[src/rtl/udlx_pkg.sv]
// udlx_pkg: definitions shared across the uDLX pipeline stages.
//   mem_state_e - state encoding of the memory-access stage FSM
//   WB_ALU / WB_MEM - write-back mux select values
package udlx_pkg;

  typedef enum logic {
    IDLE = 1'b0,
    WAIT = 1'b1
  } mem_state_e;

  localparam logic WB_ALU = 1'b0;
  localparam logic WB_MEM = 1'b1;

endpackage

[src/rtl/memory_pipe.sv]
// memory_pipe: MEM/WB pipeline registers of the memory-access stage.
// Loads every cycle (no enable); a bubble or reset loads all zeros.
// Ports:
//   clk, rst                  clock, synchronous active-high reset
//   bubble                    load zeros instead of the data inputs
//   reg_wr_en, reg_wr_addr    register write enable / destination
//   data                      write-back data
//   instruction               instruction word for trace
//   wb_*                      registered MEM/WB outputs
module memory_pipe #(
  parameter int DATA_WIDTH        = 32,
  parameter int INSTRUCTION_WIDTH = 32,
  parameter int REG_ADDR_WIDTH    = 5
) (
  input  logic                         clk,
  input  logic                         rst,
  input  logic                         bubble,
  input  logic                         reg_wr_en,
  input  logic [REG_ADDR_WIDTH-1:0]    reg_wr_addr,
  input  logic [DATA_WIDTH-1:0]        data,
  input  logic [INSTRUCTION_WIDTH-1:0] instruction,
  output logic                         wb_reg_wr_en,
  output logic [REG_ADDR_WIDTH-1:0]    wb_reg_wr_addr,
  output logic [DATA_WIDTH-1:0]        wb_data,
  output logic [INSTRUCTION_WIDTH-1:0] wb_instruction
);

  // MEM/WB register bank: zero on reset or bubble, otherwise capture inputs
  always_ff @(posedge clk) begin
    if (rst || bubble) begin
      wb_reg_wr_en   <= 1'b0;
      wb_reg_wr_addr <= '0;
      wb_data        <= '0;
      wb_instruction <= '0;
    end else begin
      wb_reg_wr_en   <= reg_wr_en;
      wb_reg_wr_addr <= reg_wr_addr;
      wb_data        <= data;
      wb_instruction <= instruction;
    end
  end

endmodule

[src/rtl/memory_access_stage.sv]
// memory_access_stage: uDLX memory-access stage.
// Runs loads/stores on the data-memory bus (req/ack handshake with a
// timeout abort), resolves the write-back mux and feeds the MEM/WB
// registers. Stalls upstream while a transaction is outstanding.
// Ports:
//   clk, rst                     clock, synchronous active-high reset
//   flush_in                     drop the instruction presented this cycle
//   mem_data_rd_en_in/_wr_en_in  load / store request (read wins if both)
//   mem_data_in, alu_data_in     store data, ALU result / address
//   reg_wr_en_in, reg_wr_addr_in, write_back_mux_sel_in, instruction_in
//   dmem_*                       data-memory bus
//   stall_out                    hold upstream stages (combinational)
//   bus_error_out                one-cycle pulse after a timeout abort
//   wb_*, instruction_out        registered MEM/WB outputs
module memory_access_stage
  import udlx_pkg::*;
#(
  parameter int DATA_WIDTH        = 32,
  parameter int INSTRUCTION_WIDTH = 32,
  parameter int REG_ADDR_WIDTH    = 5,
  parameter int DMEM_ADDR_WIDTH   = 20,
  parameter int TIMEOUT_CYCLES    = 255
) (
  input  logic                         clk,
  input  logic                         rst,
  input  logic                         flush_in,
  input  logic                         mem_data_rd_en_in,
  input  logic                         mem_data_wr_en_in,
  input  logic [DATA_WIDTH-1:0]        mem_data_in,
  input  logic [DATA_WIDTH-1:0]        alu_data_in,
  input  logic                         reg_wr_en_in,
  input  logic [REG_ADDR_WIDTH-1:0]    reg_wr_addr_in,
  input  logic                         write_back_mux_sel_in,
  input  logic [INSTRUCTION_WIDTH-1:0] instruction_in,
  output logic                         dmem_req_out,
  output logic                         dmem_we_out,
  output logic [DMEM_ADDR_WIDTH-1:0]   dmem_addr_out,
  output logic [DATA_WIDTH-1:0]        dmem_wdata_out,
  input  logic [DATA_WIDTH-1:0]        dmem_rdata_in,
  input  logic                         dmem_ack_in,
  output logic                         stall_out,
  output logic                         bus_error_out,
  output logic                         wb_reg_wr_en_out,
  output logic [REG_ADDR_WIDTH-1:0]    wb_reg_wr_addr_out,
  output logic [DATA_WIDTH-1:0]        wb_data_out,
  output logic [INSTRUCTION_WIDTH-1:0] instruction_out
);

  localparam int               CNT_W    = $clog2(TIMEOUT_CYCLES + 1);
  localparam logic [CNT_W-1:0] CNT_LAST = CNT_W'(TIMEOUT_CYCLES - 1);

  mem_state_e                   state_r, state_nxt_s;
  logic [CNT_W-1:0]             cnt_r, cnt_nxt_s;
  logic                         bus_error_r, bus_error_nxt_s;
  logic                         capture_s, access_s;

  // Request registers: latched on entry to WAIT, held for the whole transaction
  logic [DMEM_ADDR_WIDTH-1:0]   req_addr_r;
  logic [DATA_WIDTH-1:0]        req_wdata_r;
  logic                         req_we_r;
  logic [DATA_WIDTH-1:0]        req_alu_r;
  logic                         req_wr_en_r;
  logic [REG_ADDR_WIDTH-1:0]    req_wr_addr_r;
  logic                         req_sel_r;
  logic [INSTRUCTION_WIDTH-1:0] req_instr_r;

  logic                         wb_bubble_s;
  logic                         wb_wr_en_s;
  logic [REG_ADDR_WIDTH-1:0]    wb_wr_addr_s;
  logic [DATA_WIDTH-1:0]        wb_data_s;
  logic [INSTRUCTION_WIDTH-1:0] wb_instr_s;

  assign access_s = mem_data_rd_en_in | mem_data_wr_en_in;

  // Next state, wait counter and MEM/WB source selection
  always_comb begin
    state_nxt_s     = state_r;
    cnt_nxt_s       = cnt_r;
    bus_error_nxt_s = 1'b0;
    capture_s       = 1'b0;
    wb_bubble_s     = 1'b1;
    wb_wr_en_s      = 1'b0;
    wb_wr_addr_s    = '0;
    wb_data_s       = '0;
    wb_instr_s      = '0;
    case (state_r)
      IDLE: begin
        if (flush_in) begin
          wb_bubble_s = 1'b1;
        end else if (access_s) begin
          capture_s   = 1'b1;
          cnt_nxt_s   = '0;
          state_nxt_s = WAIT;
        end else begin
          wb_bubble_s  = 1'b0;
          wb_wr_en_s   = reg_wr_en_in;
          wb_wr_addr_s = reg_wr_addr_in;
          wb_data_s    = alu_data_in;
          wb_instr_s   = instruction_in;
        end
      end
      WAIT: begin
        // Ack is checked first so that it beats a simultaneous timeout
        if (dmem_ack_in) begin
          state_nxt_s  = IDLE;
          wb_bubble_s  = 1'b0;
          wb_wr_en_s   = req_wr_en_r;
          wb_wr_addr_s = req_wr_addr_r;
          wb_data_s    = (req_sel_r == WB_MEM) ? dmem_rdata_in : req_alu_r;
          wb_instr_s   = req_instr_r;
        end else if (cnt_r == CNT_LAST) begin
          state_nxt_s     = IDLE;
          bus_error_nxt_s = 1'b1;
        end else begin
          cnt_nxt_s = cnt_r + CNT_W'(1);
        end
      end
      default: begin
        state_nxt_s = IDLE;
      end
    endcase
  end

  // FSM state, wait counter, error pulse and request latches
  always_ff @(posedge clk) begin
    if (rst) begin
      state_r       <= IDLE;
      cnt_r         <= '0;
      bus_error_r   <= 1'b0;
      req_addr_r    <= '0;
      req_wdata_r   <= '0;
      req_we_r      <= 1'b0;
      req_alu_r     <= '0;
      req_wr_en_r   <= 1'b0;
      req_wr_addr_r <= '0;
      req_sel_r     <= 1'b0;
      req_instr_r   <= '0;
    end else begin
      state_r     <= state_nxt_s;
      cnt_r       <= cnt_nxt_s;
      bus_error_r <= bus_error_nxt_s;
      if (capture_s) begin
        req_addr_r    <= alu_data_in[DMEM_ADDR_WIDTH-1:0];
        req_wdata_r   <= mem_data_in;
        req_we_r      <= mem_data_wr_en_in & ~mem_data_rd_en_in;
        req_alu_r     <= alu_data_in;
        req_wr_en_r   <= reg_wr_en_in;
        req_wr_addr_r <= reg_wr_addr_in;
        req_sel_r     <= write_back_mux_sel_in;
        req_instr_r   <= instruction_in;
      end
    end
  end

  assign dmem_req_out   = (state_r == WAIT);
  assign dmem_we_out    = req_we_r;
  assign dmem_addr_out  = req_addr_r;
  assign dmem_wdata_out = req_wdata_r;
  assign bus_error_out  = bus_error_r;
  assign stall_out      = (state_r == WAIT) | ((state_r == IDLE) & ~flush_in & access_s);

  memory_pipe #(
    .DATA_WIDTH        (DATA_WIDTH),
    .INSTRUCTION_WIDTH (INSTRUCTION_WIDTH),
    .REG_ADDR_WIDTH    (REG_ADDR_WIDTH)
  ) u_memory_pipe (
    .clk            (clk),
    .rst            (rst),
    .bubble         (wb_bubble_s),
    .reg_wr_en      (wb_wr_en_s),
    .reg_wr_addr    (wb_wr_addr_s),
    .data           (wb_data_s),
    .instruction    (wb_instr_s),
    .wb_reg_wr_en   (wb_reg_wr_en_out),
    .wb_reg_wr_addr (wb_reg_wr_addr_out),
    .wb_data        (wb_data_out),
    .wb_instruction (instruction_out)
  );

endmodule

[config.mk]
export PLATFORM = sky130hd
export DESIGN_NAME = memory_access_stage
export DESIGN_NICKNAME = d
export VERILOG_FILES = /design/src/rtl/udlx_pkg.sv /design/src/rtl/memory_pipe.sv /design/src/rtl/memory_access_stage.sv
export SDC_FILE = /design/constraint.sdc
export NUM_CORES = 1
export LEC_CHECK = 0
export CORE_ASPECT_RATIO = 1.25
export CORE_MARGIN = 8
export CORE_UTILIZATION = 45
export CTS_BUF_LIST = sky130_fd_sc_hd__clkbuf_8
export DETAILED_ROUTE_END_ITERATION = 10
export GPL_ROUTABILITY_DRIVEN = 0
export PLACE_DENSITY = 0.92
export SLEW_MARGIN = 30
export SYNTH_ARGS = -nofsm -noshare
export SYNTH_HDL_FRONTEND = slang
export SYNTH_SLANG_ARGS = --single-unit
[constraint.sdc]
create_clock -name clk -period 2.27 [get_ports clk]
set_clock_uncertainty 0.15 [all_clocks]
set_input_delay 0.3405 -clock clk [delete_from_list [all_inputs] [get_ports clk]]
set_output_delay 0.3405 -clock clk [all_outputs]
set_load 0.05 [all_outputs]
Yosys cells after proc, flatten, opt, wreduce, memory -nomap -nowiden:

Cells that the tools add are included.

* add/sub/neg operators: 1
* equality and inequality tests: 5
* multiplexer cells: 32
* bitwise operators: 8
* reduce and logical (&&, ||, !) cells: 3

Operators by type and width (number)
* 32-bit 2-to-1 mux: 7
* 32-bit one-hot mux with 2 select lines: 2
* 8-bit 2-to-1 mux: 4
* 8-bit one-hot mux with 2 select lines: 1
* 5-bit 2-to-1 mux: 3
* 1-bit 2-to-1 mux: 11
* 5-bit one-hot mux with 2 select lines: 1
* 8-bit by 1-bit adder with 8-bit output, second input constant: 1
* 8-bit equality test, second input constant: 1
* 2-bit inequality test, second input constant: 4
* 1-bit one-hot mux with 2 select lines: 3
* 4-bit AND reduction: 1
* 1-bit bitwise AND: 3
* 1-bit NOT: 3
* 3-bit OR reduction: 1
* 1-bit OR: 2
* 1-bit logical OR: 1

* register bits after elaboration: 204
* input port bits: 141
* output and inout port bits: 126

Longest topological paths before layout:

Gate-level depths: netlist (run 1).

* word-level depth: 5
* mapped depth: 7
* gate-level depth less buffers: 6

Hierarchy:

A second synthesis (run 1) with hierarchy kept.

* cell total of the unflattened synthesis: 849
* area total of the unflattened synthesis: 7723.7 um2

By module, submodules not included
* memory_access_stage: instances 1, cells each 693, area an instance 5266.3 um2
* memory_pipe: instances 1, cells each 156, area an instance 2457.4 um2

Worst setup path before layout (run 1):

OpenSTA, ideal clock, no wires.

* kind: register -> output
* start point: reg state_r, in the netlist dmem_req_out
* end point: out stall_out
* data arrival time: 1.653 ns
* data required time: 1.780 ns
* path slack: 0.127 ns
* cell stages (with the launch flop): 7
* path through: dfxtp_1 buf_6 nor2_4 nand2_1 buf_2 buf_2 nand2_1

* longest elaborated chain between the ends: 4

RTL lines
* from (decl): line memory_access_stage.sv:52 `mem_state_e state_r, state_nxt_s;`
* from (signal assigned): line memory_access_stage.sv:139 `state_r <= state_nxt_s;`
* 1-bit NOT
* 1-bit bitwise AND (2 in a row): line memory_access_stage.sv:160 `assign stall_out = (state_r == WAIT) | ((state_r == IDLE) & ~flush_in & access_s);`
* 1-bit OR (*): line memory_access_stage.sv:160
* to (decl): line memory_access_stage.sv:41 `output logic stall_out,`

Every way passes the cells marked *; elsewhere a longest branch is shown, timed or not.

Worst setup path in the final report (run 1):

* start point: reg req_addr_r[13], in the netlist dmem_addr_out[13]
* end point: out dmem_addr_out[13]

RTL lines
* from (decl): line memory_access_stage.sv:58 `logic [DMEM_ADDR_WIDTH-1:0] req_addr_r;`
* from (signal assigned): line memory_access_stage.sv:143 `req_addr_r <= alu_data_in[DMEM_ADDR_WIDTH-1:0];`
* to (decl): line memory_access_stage.sv:37 `output logic [DMEM_ADDR_WIDTH-1:0] dmem_addr_out,`

No word-level cell between the ends.

==> out/qor.yml, run 1 <==
clock_network:
  cts_tree: "done"
  cts.sinks: 184
  ctsHoldBuffers: 0
  cts_buffers: 17
  clk_latency_ns: 0.42
  clockRootBuffer: "clkbuf_8"
  htree_levels: 4
  clk_pin_slew_ns: 0.09
  max-clock-path-buffers: 2
  postCtsSetupBuffers: 0
critical_path:
  end_kind: "output pin"
  crit_family: "buffers and inverters"
  slowest_delay_ns: 0.85
  critPathBufInv: 1
  slowest_stage: "clkdlybuf4s50_1"
  required_ns: 1.78
  critPathMaxFanout: 3
  crit_chain: "clkdlybuf4s50_1"
  cp-start-kind: "flop"
  crit_type: "reg2out"
  crit_arrival_ns: 1.68
grt:
  antenna_found_initial: 1
  track_usage_pct: 20.7
  grt_pass1_vias: 6578
  grt_max_degree: 67
  grt_overflow: 0
  grt_pass1_wl_um: 33200
power_and_ir_drop:
  pwr_density_cell_mw_per_mm2: 680
  ir_drop_uv: 611
  power_mw: 6.84
  p_leak_nw: 3.59
detailed_routing:
  post_drt_wl_per_cell_um: 16.7
  ant_nets: 0
  totalWireLength_um: 20900
  via_per_inst: 5.30
  drt_iter0_drc: 577
  drtPass1Iterations: 5
  drc: 0
  vias: 6652
synthesis:
  syn_area_mm2: 0.00695
  yosysMostFrequentCell: "nand2_1"
  synth_common_cells: "213 x nand2_1, 184 x dfxtp_1, 137 x a21oi_1"
  synth_area_per_cell_um2: 8.27
  ys_ff_latch: 184
  synth_edf_count: 0
  ys.flop_type: "dfxtp_1"
  syn_nets: 983
  synth_top_area_cell: "dfxtp_1"
  ys_async_sr_fraction_pct: 0
  synth_area_leaders: "dfxtp_1 53%, nand2_1 12%, a21oi_1 9.9%"
  synthCells: 840
  yosys.area.top_type_share_pct: 53.0
  synth.distinct_cells: 38
  yosysSeqAreaShare_pct: 53.0
  yosysWarnings: 0
worst_hold_path:
  holdCritPathClass: "in2reg"
run_status:
  outcome: "finished clean"
die:
  rows: 51
  io_pins: 267
  coreArea_mm2: 0.0153
  die_h_um: 155
  die_area_mm2: 0.0197
  die_w_um: 127
  start_util_pct: 45.4
timing:
  fin_setup_tns_ns: 0
  hold_slack_ns: 0.193
  max_freq_ghz: 0.462
  fin_crit_ns: 2.17
  slew_headroom_pct: 58.8
  post-route-period-util_pct: 95.4
  slew_violations: 0
  hold_viol: 0
  setup_viol: 0
  rsz0062_at_grt: "no"
  fin_ws_ns: 0.104
  worst_pin_slew_ns: 0.614
finish:
  fin_util_pct: 65.7
  drive_gt1_share_pct: 5.42
  n_antenna_cell: 0
  area_growth_pct: 44.8
  fin_nets: 1202
placement:
  io_buffer_count: 266
  place_worst_setup_slack_ns: 0.0481
  dp.final_hpwl_um: 14600
job:
  maxCapViolCount: 0
logic make-up after synthesis:
logic type                 share of synthesized area (%)
AOI/OAI and AO/OA                                   15.9
adders and majority gates                          0.360
buffers and inverters                               6.32
DFF                                                 53.0
muxes                                               4.61
and+or+nand+nor                                     19.7
power by group:
| part | internal, mW | switching (mW) | leakage, nW | total (mW) |
|---|---|---|---|---|
| clock | 1.05 | 1.09 | 0.206 | 2.14 |
| sequential | 3.36 | 0.0710 | 1.50 | 3.43 |
| combinational | 0.529 | 0.733 | 1.89 | 1.26 |
| total | 4.94 | 1.90 | 3.59 | 6.84 |
cell usage in the layout, fill, tap and decap left out, types with 3 or more instances in the layout:
cell             count
clkbuf_8            20
mux2i_1             32
buf_12              10
a21oi_1            137
a211oi_1             3
dfxtp_1            183
nand2_1            212
inv_1                7
o21ai_0              3
buf_4                8
nand3_1              7
a22oi_1             38
nor3_1               4
nor2_1             104
nor2_4               3
clkdlybuf4s50_1    263
a32o_1               4
per-stage QoR:
stage                     instance area (um2)  std cells
final                                   10100       1255
after global routing                    10100       1255
after CTS                               10100       1255
after detailed placement                 9670       1225
after global placement                   9670       1225
after floorplan                          6950        840
sequential cells by signal (all words and copies together), names as in the netlist:
name                          cells
req_alu_r                        13
dmem_req_out                      1
dmem_wdata_out                   32
req_instr_r                      32
req_wr_en_r                       1
dmem_we_out                       1
req_sel_r                         1
u_memory_pipe.wb_data            32
req_wr_addr_r                     5
bus_error_out                     1
dmem_addr_out                    19
u_memory_pipe.wb_instruction     32
cnt_r                             8
u_memory_pipe.wb_reg_wr_en        1
u_memory_pipe.wb_reg_wr_addr      5
routing by layer:
metal / vias up / GRT usage, % / wire (um)
met5: - / 0 / 13
met4: 2 / 8.63 / 592
met3: 41 / 6.30 / 1740
met2: 282 / 35.7 / 10500
met1: 3122 / 23.2 / 8070
li1: 3205 / - / -
what timing repair did:
action	CTS	global route
hold endpoints to repair	0	0
gates resized for setup	0	1
setup endpoints to repair	0	1
cell type report:
class / instances / area [um2]
clock buffers: 20 / 275
clock inverters: 10 / 105
fillers: 1217 / 5260
inverters: 3 / 11.3
multi-input cells: 571 / 2850
flip-flops and latches: 184 / 3680
well taps: 185 / 231
repair buffers: 282 / 2900
path summary, 6_finish.rpt:
check                                       from                                         end  slack (ns)  cells past startpoint
setup / recovery  dmem_addr_out[13]$_SDFFE_PP0P_                           dmem_addr_out[13]        0.10                      1
hold / removal                               rst  u_memory_pipe.wb_reg_wr_addr[4]$_SDFF_PP0_        0.19                      2
setup reg to reg         dmem_req_out$_SDFF_PP0_                       cnt_r[0]$_SDFFE_PP0P_        0.35                      4
hold reg to reg   dmem_wdata_out[3]$_SDFFE_PP0P_              dmem_wdata_out[3]$_SDFFE_PP0P_        0.31                      2
Power figures use the tool's default switching activity.
==> run 2, diff against run 1 <==
Settings changed: SLEW_MARGIN 30 to default.
==> results of run 2 <==
No change in the layout: final DEF, timing and power equal those of run 1.
